File: src/rtl/i3c_bitcnt_pkg.sv
// Shared types and default frame lengths for the I3C frame bit counter.
package i3c_bitcnt_pkg;

    typedef enum logic [1:0] {
        MODE_SDR  = 2'b00,
        MODE_DDR  = 2'b01,
        MODE_ERR  = 2'b10,
        MODE_HOLD = 2'b11
    } mode_e;

    typedef enum logic [1:0] {
        ST_IDLE  = 2'b00,
        ST_COUNT = 2'b01,
        ST_ERR   = 2'b10
    } state_e;

    localparam int SDR_BITS = 9;   // 8 data + T-bit
    localparam int DDR_BITS = 20;  // preamble + 16 data + parity
    localparam int ERR_BITS = 38;  // HDR error-recovery pattern

endpackage

File: src/rtl/i3c_frame_bit_counter.sv
// Mode-aware SCL edge counter: wraps at a per-mode frame length, flags the last
// bit and frame completion, and keeps a saturating per-transfer word count.
module i3c_frame_bit_counter #(
    parameter int CNT_W    = 6,
    parameter int SDR_BITS = i3c_bitcnt_pkg::SDR_BITS,
    parameter int DDR_BITS = i3c_bitcnt_pkg::DDR_BITS,
    parameter int ERR_BITS = i3c_bitcnt_pkg::ERR_BITS,
    parameter int WCNT_W   = 8
) (
    input  logic              i_sys_clk,
    input  logic              i_rst_n,
    input  logic              i_cnt_en,
    input  logic [1:0]        i_mode,
    input  logic              i_scl_pos_edge,
    input  logic              i_scl_neg_edge,
    input  logic              i_len_ovr_en,
    input  logic [CNT_W-1:0]  i_len_ovr,
    output logic [CNT_W-1:0]  o_bit_cnt,
    output logic              o_last_bit,
    output logic              o_word_done,
    output logic [WCNT_W-1:0] o_word_cnt,
    output logic              o_word_ovf,
    output logic              o_busy
);
    import i3c_bitcnt_pkg::*;

    state_e              state_q, state_d;
    mode_e               mode_q, mode_d;
    mode_e               mode_in;
    logic [CNT_W-1:0]    len_m1_q, len_m1_d;
    logic [CNT_W-1:0]    sel_len_m1;
    logic [CNT_W-1:0]    bit_cnt_q, bit_cnt_d;
    logic                last_q, last_d;
    logic                done_q, done_d;
    logic [WCNT_W-1:0]   wcnt_q, wcnt_d;
    logic                ovf_q, ovf_d;
    logic                edge_ok;
    logic                mode_change;

    assign mode_in = mode_e'(i_mode);

    // Length is held as its last index so a full 2**CNT_W frame still fits.
    always_comb begin
        sel_len_m1 = CNT_W'(SDR_BITS - 1);
        if (i_len_ovr_en) begin
            sel_len_m1 = (i_len_ovr < CNT_W'(2)) ? CNT_W'(1) : i_len_ovr - CNT_W'(1);
        end else begin
            case (mode_in)
                MODE_DDR: sel_len_m1 = CNT_W'(DDR_BITS - 1);
                MODE_ERR: sel_len_m1 = CNT_W'(ERR_BITS - 1);
                default:  sel_len_m1 = CNT_W'(SDR_BITS - 1);
            endcase
        end
    end

    // SDR counts rising edges only; DDR/ERR count either edge, a coincident pair once.
    always_comb begin
        edge_ok = 1'b0;
        case (mode_in)
            MODE_SDR:  edge_ok = i_scl_pos_edge;
            MODE_HOLD: edge_ok = 1'b0;
            default:   edge_ok = i_scl_pos_edge | i_scl_neg_edge;
        endcase
    end

    // HOLD is not a mode change; it only pauses the active mode.
    assign mode_change = (mode_in != MODE_HOLD) && (mode_in != mode_q);

    // NOTE: every always_comb output gets a default first so no latch is inferred.
    always_comb begin
        state_d   = state_q;
        mode_d    = mode_q;
        len_m1_d  = len_m1_q;
        bit_cnt_d = bit_cnt_q;
        done_d    = 1'b0;
        wcnt_d    = wcnt_q;
        ovf_d     = ovf_q;

        if (!i_cnt_en) begin
            state_d   = ST_IDLE;
            bit_cnt_d = '0;
            wcnt_d    = '0;
            ovf_d     = 1'b0;
        end else begin
            case (state_q)
                ST_IDLE: begin
                    state_d   = (mode_in == MODE_ERR) ? ST_ERR : ST_COUNT;
                    mode_d    = (mode_in == MODE_HOLD) ? MODE_SDR : mode_in;
                    len_m1_d  = sel_len_m1;
                    bit_cnt_d = '0;
                end
                default: begin
                    if (mode_change) begin
                        state_d   = (mode_in == MODE_ERR) ? ST_ERR : ST_COUNT;
                        mode_d    = mode_in;
                        len_m1_d  = sel_len_m1;
                        bit_cnt_d = '0;
                    end else if (edge_ok) begin
                        if (bit_cnt_q == len_m1_q) begin
                            bit_cnt_d = '0;
                            done_d    = 1'b1;
                            if (wcnt_q != '1) begin
                                wcnt_d = wcnt_q + WCNT_W'(1);
                                ovf_d  = ovf_q | (&wcnt_d);
                            end
                        end else begin
                            bit_cnt_d = bit_cnt_q + CNT_W'(1);
                        end
                    end
                end
            endcase
        end

        last_d = (state_d != ST_IDLE) && (bit_cnt_d == len_m1_d);
    end

    // NOTE: sequential state uses non-blocking assignments so every register samples pre-edge values.
    always_ff @(posedge i_sys_clk or negedge i_rst_n) begin
        if (!i_rst_n) begin
            state_q   <= ST_IDLE;
            mode_q    <= MODE_SDR;
            len_m1_q  <= '0;
            bit_cnt_q <= '0;
            last_q    <= 1'b0;
            done_q    <= 1'b0;
            wcnt_q    <= '0;
            ovf_q     <= 1'b0;
        end else begin
            state_q   <= state_d;
            mode_q    <= mode_d;
            len_m1_q  <= len_m1_d;
            bit_cnt_q <= bit_cnt_d;
            last_q    <= last_d;
            done_q    <= done_d;
            wcnt_q    <= wcnt_d;
            ovf_q     <= ovf_d;
        end
    end

    assign o_bit_cnt   = bit_cnt_q;
    assign o_last_bit  = last_q;
    assign o_word_done = done_q;
    assign o_word_cnt  = wcnt_q;
    assign o_word_ovf  = ovf_q;
    assign o_busy      = (state_q != ST_IDLE);

endmodule

File: config.mk
export PLATFORM = sky130hd
export DESIGN_NAME = i3c_frame_bit_counter
export DESIGN_NICKNAME = d
export VERILOG_FILES = /design/src/rtl/i3c_bitcnt_pkg.sv /design/src/rtl/i3c_frame_bit_counter.sv
export SDC_FILE = /design/constraint.sdc
export NUM_CORES = 1
export LEC_CHECK = 0
export ABC_AREA = 1
export BUFFER_PORTS_ARGS = -buffer_cell sky130_fd_sc_hd__clkbuf_2
export CAP_MARGIN = 20
export CORE_MARGIN = 5
export CORE_UTILIZATION = 57
export CTS_CLUSTER_DIAMETER = 80
export DETAILED_ROUTE_END_ITERATION = 7
export GPL_TIMING_DRIVEN = 1
export HOLD_SLACK_MARGIN = 0.08
export PLACE_DENSITY = 0.8
export SETUP_SLACK_MARGIN = 0.1
export SLEW_MARGIN = 15
export SYNTH_ARGS = -nofsm -noshare
export SYNTH_HDL_FRONTEND = slang
export SYNTH_SLANG_ARGS = --single-unit
export TNS_END_PERCENT = 1
File: constraint.sdc
create_clock -name i_sys_clk -period 1.88 [get_ports i_sys_clk]
set_input_delay 0.094 -clock i_sys_clk [delete_from_list [all_inputs] [get_ports i_sys_clk]]
set_output_delay 0.094 -clock i_sys_clk [all_outputs]
set_load 0.02 [all_outputs]
==> impl_results.md <==
* Final setup fails at 0
* Slowest-stage cell, CP: dfrtp_1
* Critical path endpoint category: flop
* Final ANT Viol Nets at 0
* Core footprint at 3360 um2
* Final worst slack at 0.230 ns
* CP Class: flop to flop
* Sequential share of power at 49.2%
* Outcome: completed
* Largest net degree at the start of global routing at 28
* Fmax at 0.606 GHz
* Final setup skew at 0.0173 ns
* Worst-path cell chain: xor2_1 > nor2_2 > nand4_4 > inv_1 > nand2_1 > nand2_2 > inv_2 > nand2_1 > o31ai_1
* Final hold vios at 0
* LEAKAGE at 1.28 nW
* Worst setup SP type: flop
* Initial Utilization at 59.6%
* Critical path arrival at 1.86 ns
* Clock Power Share at 19.3%
* Post-place setup slack at 0.0417 ns
* DRC viols at 0
* Final nets at 355
* Total global-route track usage at 18.7%
* Die Span Y at 69.3 um
* Comb power frac at 31.6%
* Area growth, synth to finish at 16.2%
* # port buffers at 31
* Max FO, Critical Path at 6
* Die width at 69.3 um
* I/O pin count at 32
* Clock tree from TritonCTS: done
* Syn. warnings at 0
* Sw Pwr at 0.470 mW
* Cells after Synth at 289
* Max incr delay on CP at 0.46 ns
* Site Rows at 21
* CTS root buffer: clkbuf_4
* Die area at 4800 um2
* Sw Share at 35.9%
* PwrDens at 561 nW/um2
* Share of layout cells above drive strength 1 at 23.2%
* Max VDD drop at 0.000413 V
* Total gr overflow at 0
* Period utilization at 87.8%
* Initial antenna violation count at 0
* Unrepaired setup endpoints after global routing: yes
* Worst-path clk slew at 0.15 ns
* Number of global-route vias before repair at 1765
* Net Count, Synth at 311
* DP Area at 2230 um2
* Placed wire-length estimate at 3.54 mm
* CTS Buffer Depth at 2
* Cts bufs inserted at 3
* Worst Path Buf+Inv at 2
* Total Wirelength at 4.44 mm
* DR vias at 1902
* Max-slew headroom at 54.8%
* Synth cell types at 31
* Routability cong. at 0.926
* # diodes at 0
* Worst slew pin tran at 0.678 ns
* Pre-antenna DRT Iters at 4
* Sequential-to-total area share from yosys stat at 33.7%
* Skew-Pair Late Insertion Delay at 0.33 ns
* Final Max Slew Viols at 0
* Int Power at 0.838 mW
* Post-Syn Area at 2000 um2
* #FFs+latches synth at 27
* DRT iter0 DRCs at 130
* First-pass GRT wire length at 7.51 mm
* H-tree lvl count at 1
* Worst EP required at 2.09 ns
* Overall Power at 1.31 mW
* Max-cap violations at 0
* Hold Path Class: primary input to flop
* Setup TNS Final at 0 ns
* CP delay by family, top: simple AND/OR/NAND/NOR gates
* Fillers at 312
* Final worst path period need at 1.65 ns
* Number of vias per cell at 5.03
* Routed length per instance at 11.8 um
* Clock sinks at 27
* Final cell utilization of the core at 69.3%
* Post-route cell area at 2330 um2
* Crit path top cell by count: nand2_1
* Syn Area/Cell at 6.94 um2
## synth_stat cells
library cell	number	area, um2
nand2_2	3	18.8
nor3_1	2	10.0
xor2_1	9	78.8
nand4_4	1	21.3
o22ai_1	4	25.0
nor2_8	1	20.0
o21bai_1	1	7.51
buf_2	1	5.00
a21oi_2	1	8.76
o21ai_0	10	50.1
nand2_4	4	45.0
nor3_2	1	10.0
o31ai_1	1	7.51
nor2_4	2	22.5
nand3_2	1	10.0
inv_1	42	158
nand2_1	99	372
dfrtp_1	27	676
o21ai_1	1	5.00
a21oi_4	2	32.5
nand4_1	2	12.5
ha_1	8	100
nor2_1	26	97.6
a21boi_0	1	7.51
inv_2	6	22.5
nor2_2	7	43.8
o21ai_2	1	8.76
o211ai_1	2	15.0
a21oi_1	1	5.00
nand3_1	21	105
clkinv_1	1	3.75
## power by group through the flow
stage | Sequential (mW) | Combinational (mW) | Clock (mW)
6_report | 0.643 | 0.413 | 0.252
5_1_grt | 0.647 | 0.465 | 0.280
4_1_cts | 0.643 | 0.385 | 0.258
3_5_place_dp | 0.654 | 0.382 | 0
3_3_place_gp | 0.653 | 0.373 | 0
2_1_floorplan | 0.651 | 0.286 | 0
## layer usage
| metal | up-vias | wire length [um] | track usage (%) |
|---|---|---|---|
| li1 | 980 | - | - |
| met1 | 860 | 1930 | 24.1 |
| met2 | 55 | 2170 | 31.4 |
| met3 | 7 | 274 | 5.07 |
| met4 | 0 | 63 | 3.90 |
| met5 | - | 0 | 0 |
## state kept, by name, indices dropped and copies added, names as in the netlist
signal       flops
o_last_bit       1
mode_q           2
o_word_ovf       1
state_q          2
o_word_done      1
len_m1_q         6
o_bit_cnt        6
o_word_cnt       8
## cells in the final DEF (no fill, tap or decap), drive strengths merged
cell type / n
nand2: 106
inv: 48
nor2: 36
clkbuf: 34
dfrtp: 27
nand3: 22
o21ai: 12
xor2: 9
ha: 8
buf: 8
o22ai: 4
a21oi: 4
nand4: 3
nor3: 3
o211ai: 2
clkinv: 2
a21boi: 1
o21bai: 1
o31ai: 1
dlygate4sd3: 1
## worst min-delay path, cell delays in order
cell	delay [ns]
clkbuf_2	0.16
nand3_1	0.11
nand2_1	0.05
## cell families (layout without fill, tap and decap cells)
group           Yosys count  count (layout)  share of synthesized area, %
compound gates           25              25                          8.61
simple gates            170             170                          39.3
flops                    27              27                          33.7
fa+ha+maj                 8               8                          4.99
buf+inv                  50              93                          9.43
xor+xnor                  9               9                          3.93
## layout make-up
cell class	count	area, um2	area share (%)
Inverter	49	184	7.89
Clock inverter	1	5.00	0.215
Sequential cell	27	679	29.2
Multi-Input combinational cell	212	1160	49.6
Timing Repair Buffer	40	225	9.67
Clock buffer	3	22.5	0.967
Tap cell	46	57.6	2.47
## repair_timing
action	4_1_cts	5_1_grt
gates resized for setup	0	6
endpoints found under the hold margin	27	0
hold buffers	1	0
setup buffers	0	5
endpoints found under the setup margin	0	6
## per-stage QoR
| step | hold WS [ns] | instances |
|---|---|---|
| 2_1_floorplan | -0.202 | 289 |
| 3_3_place_gp | 0.162 | 368 |
| 6_report | 0.124 | 378 |
| 4_1_cts | 0.108 | 373 |
| 5_1_grt | 0.139 | 378 |
| 3_5_place_dp | 0.158 | 368 |
## worst paths after layout
kind,slack (ns),startpoint,cells past startpoint,endpoint
setup / recovery,0.23,o_bit_cnt[0]$_DFF_PN0_,9,o_word_cnt[5]$_DFFE_PN0P_
min in group asynchronous,0.31,i_rst_n,2,len_m1_q[5]$_DFF_PN0_
max in group asynchronous,1.10,i_rst_n,2,o_bit_cnt[2]$_DFF_PN0_
hold / removal,0.12,i_cnt_en,3,o_word_ovf$_DFFE_PN0P_
hold reg to reg,0.53,o_word_ovf$_DFFE_PN0P_,2,o_word_ovf$_DFFE_PN0P_
setup reg to reg,0.23,o_bit_cnt[0]$_DFF_PN0_,9,o_word_cnt[5]$_DFFE_PN0P_
(Power assumes the default switching activity.)
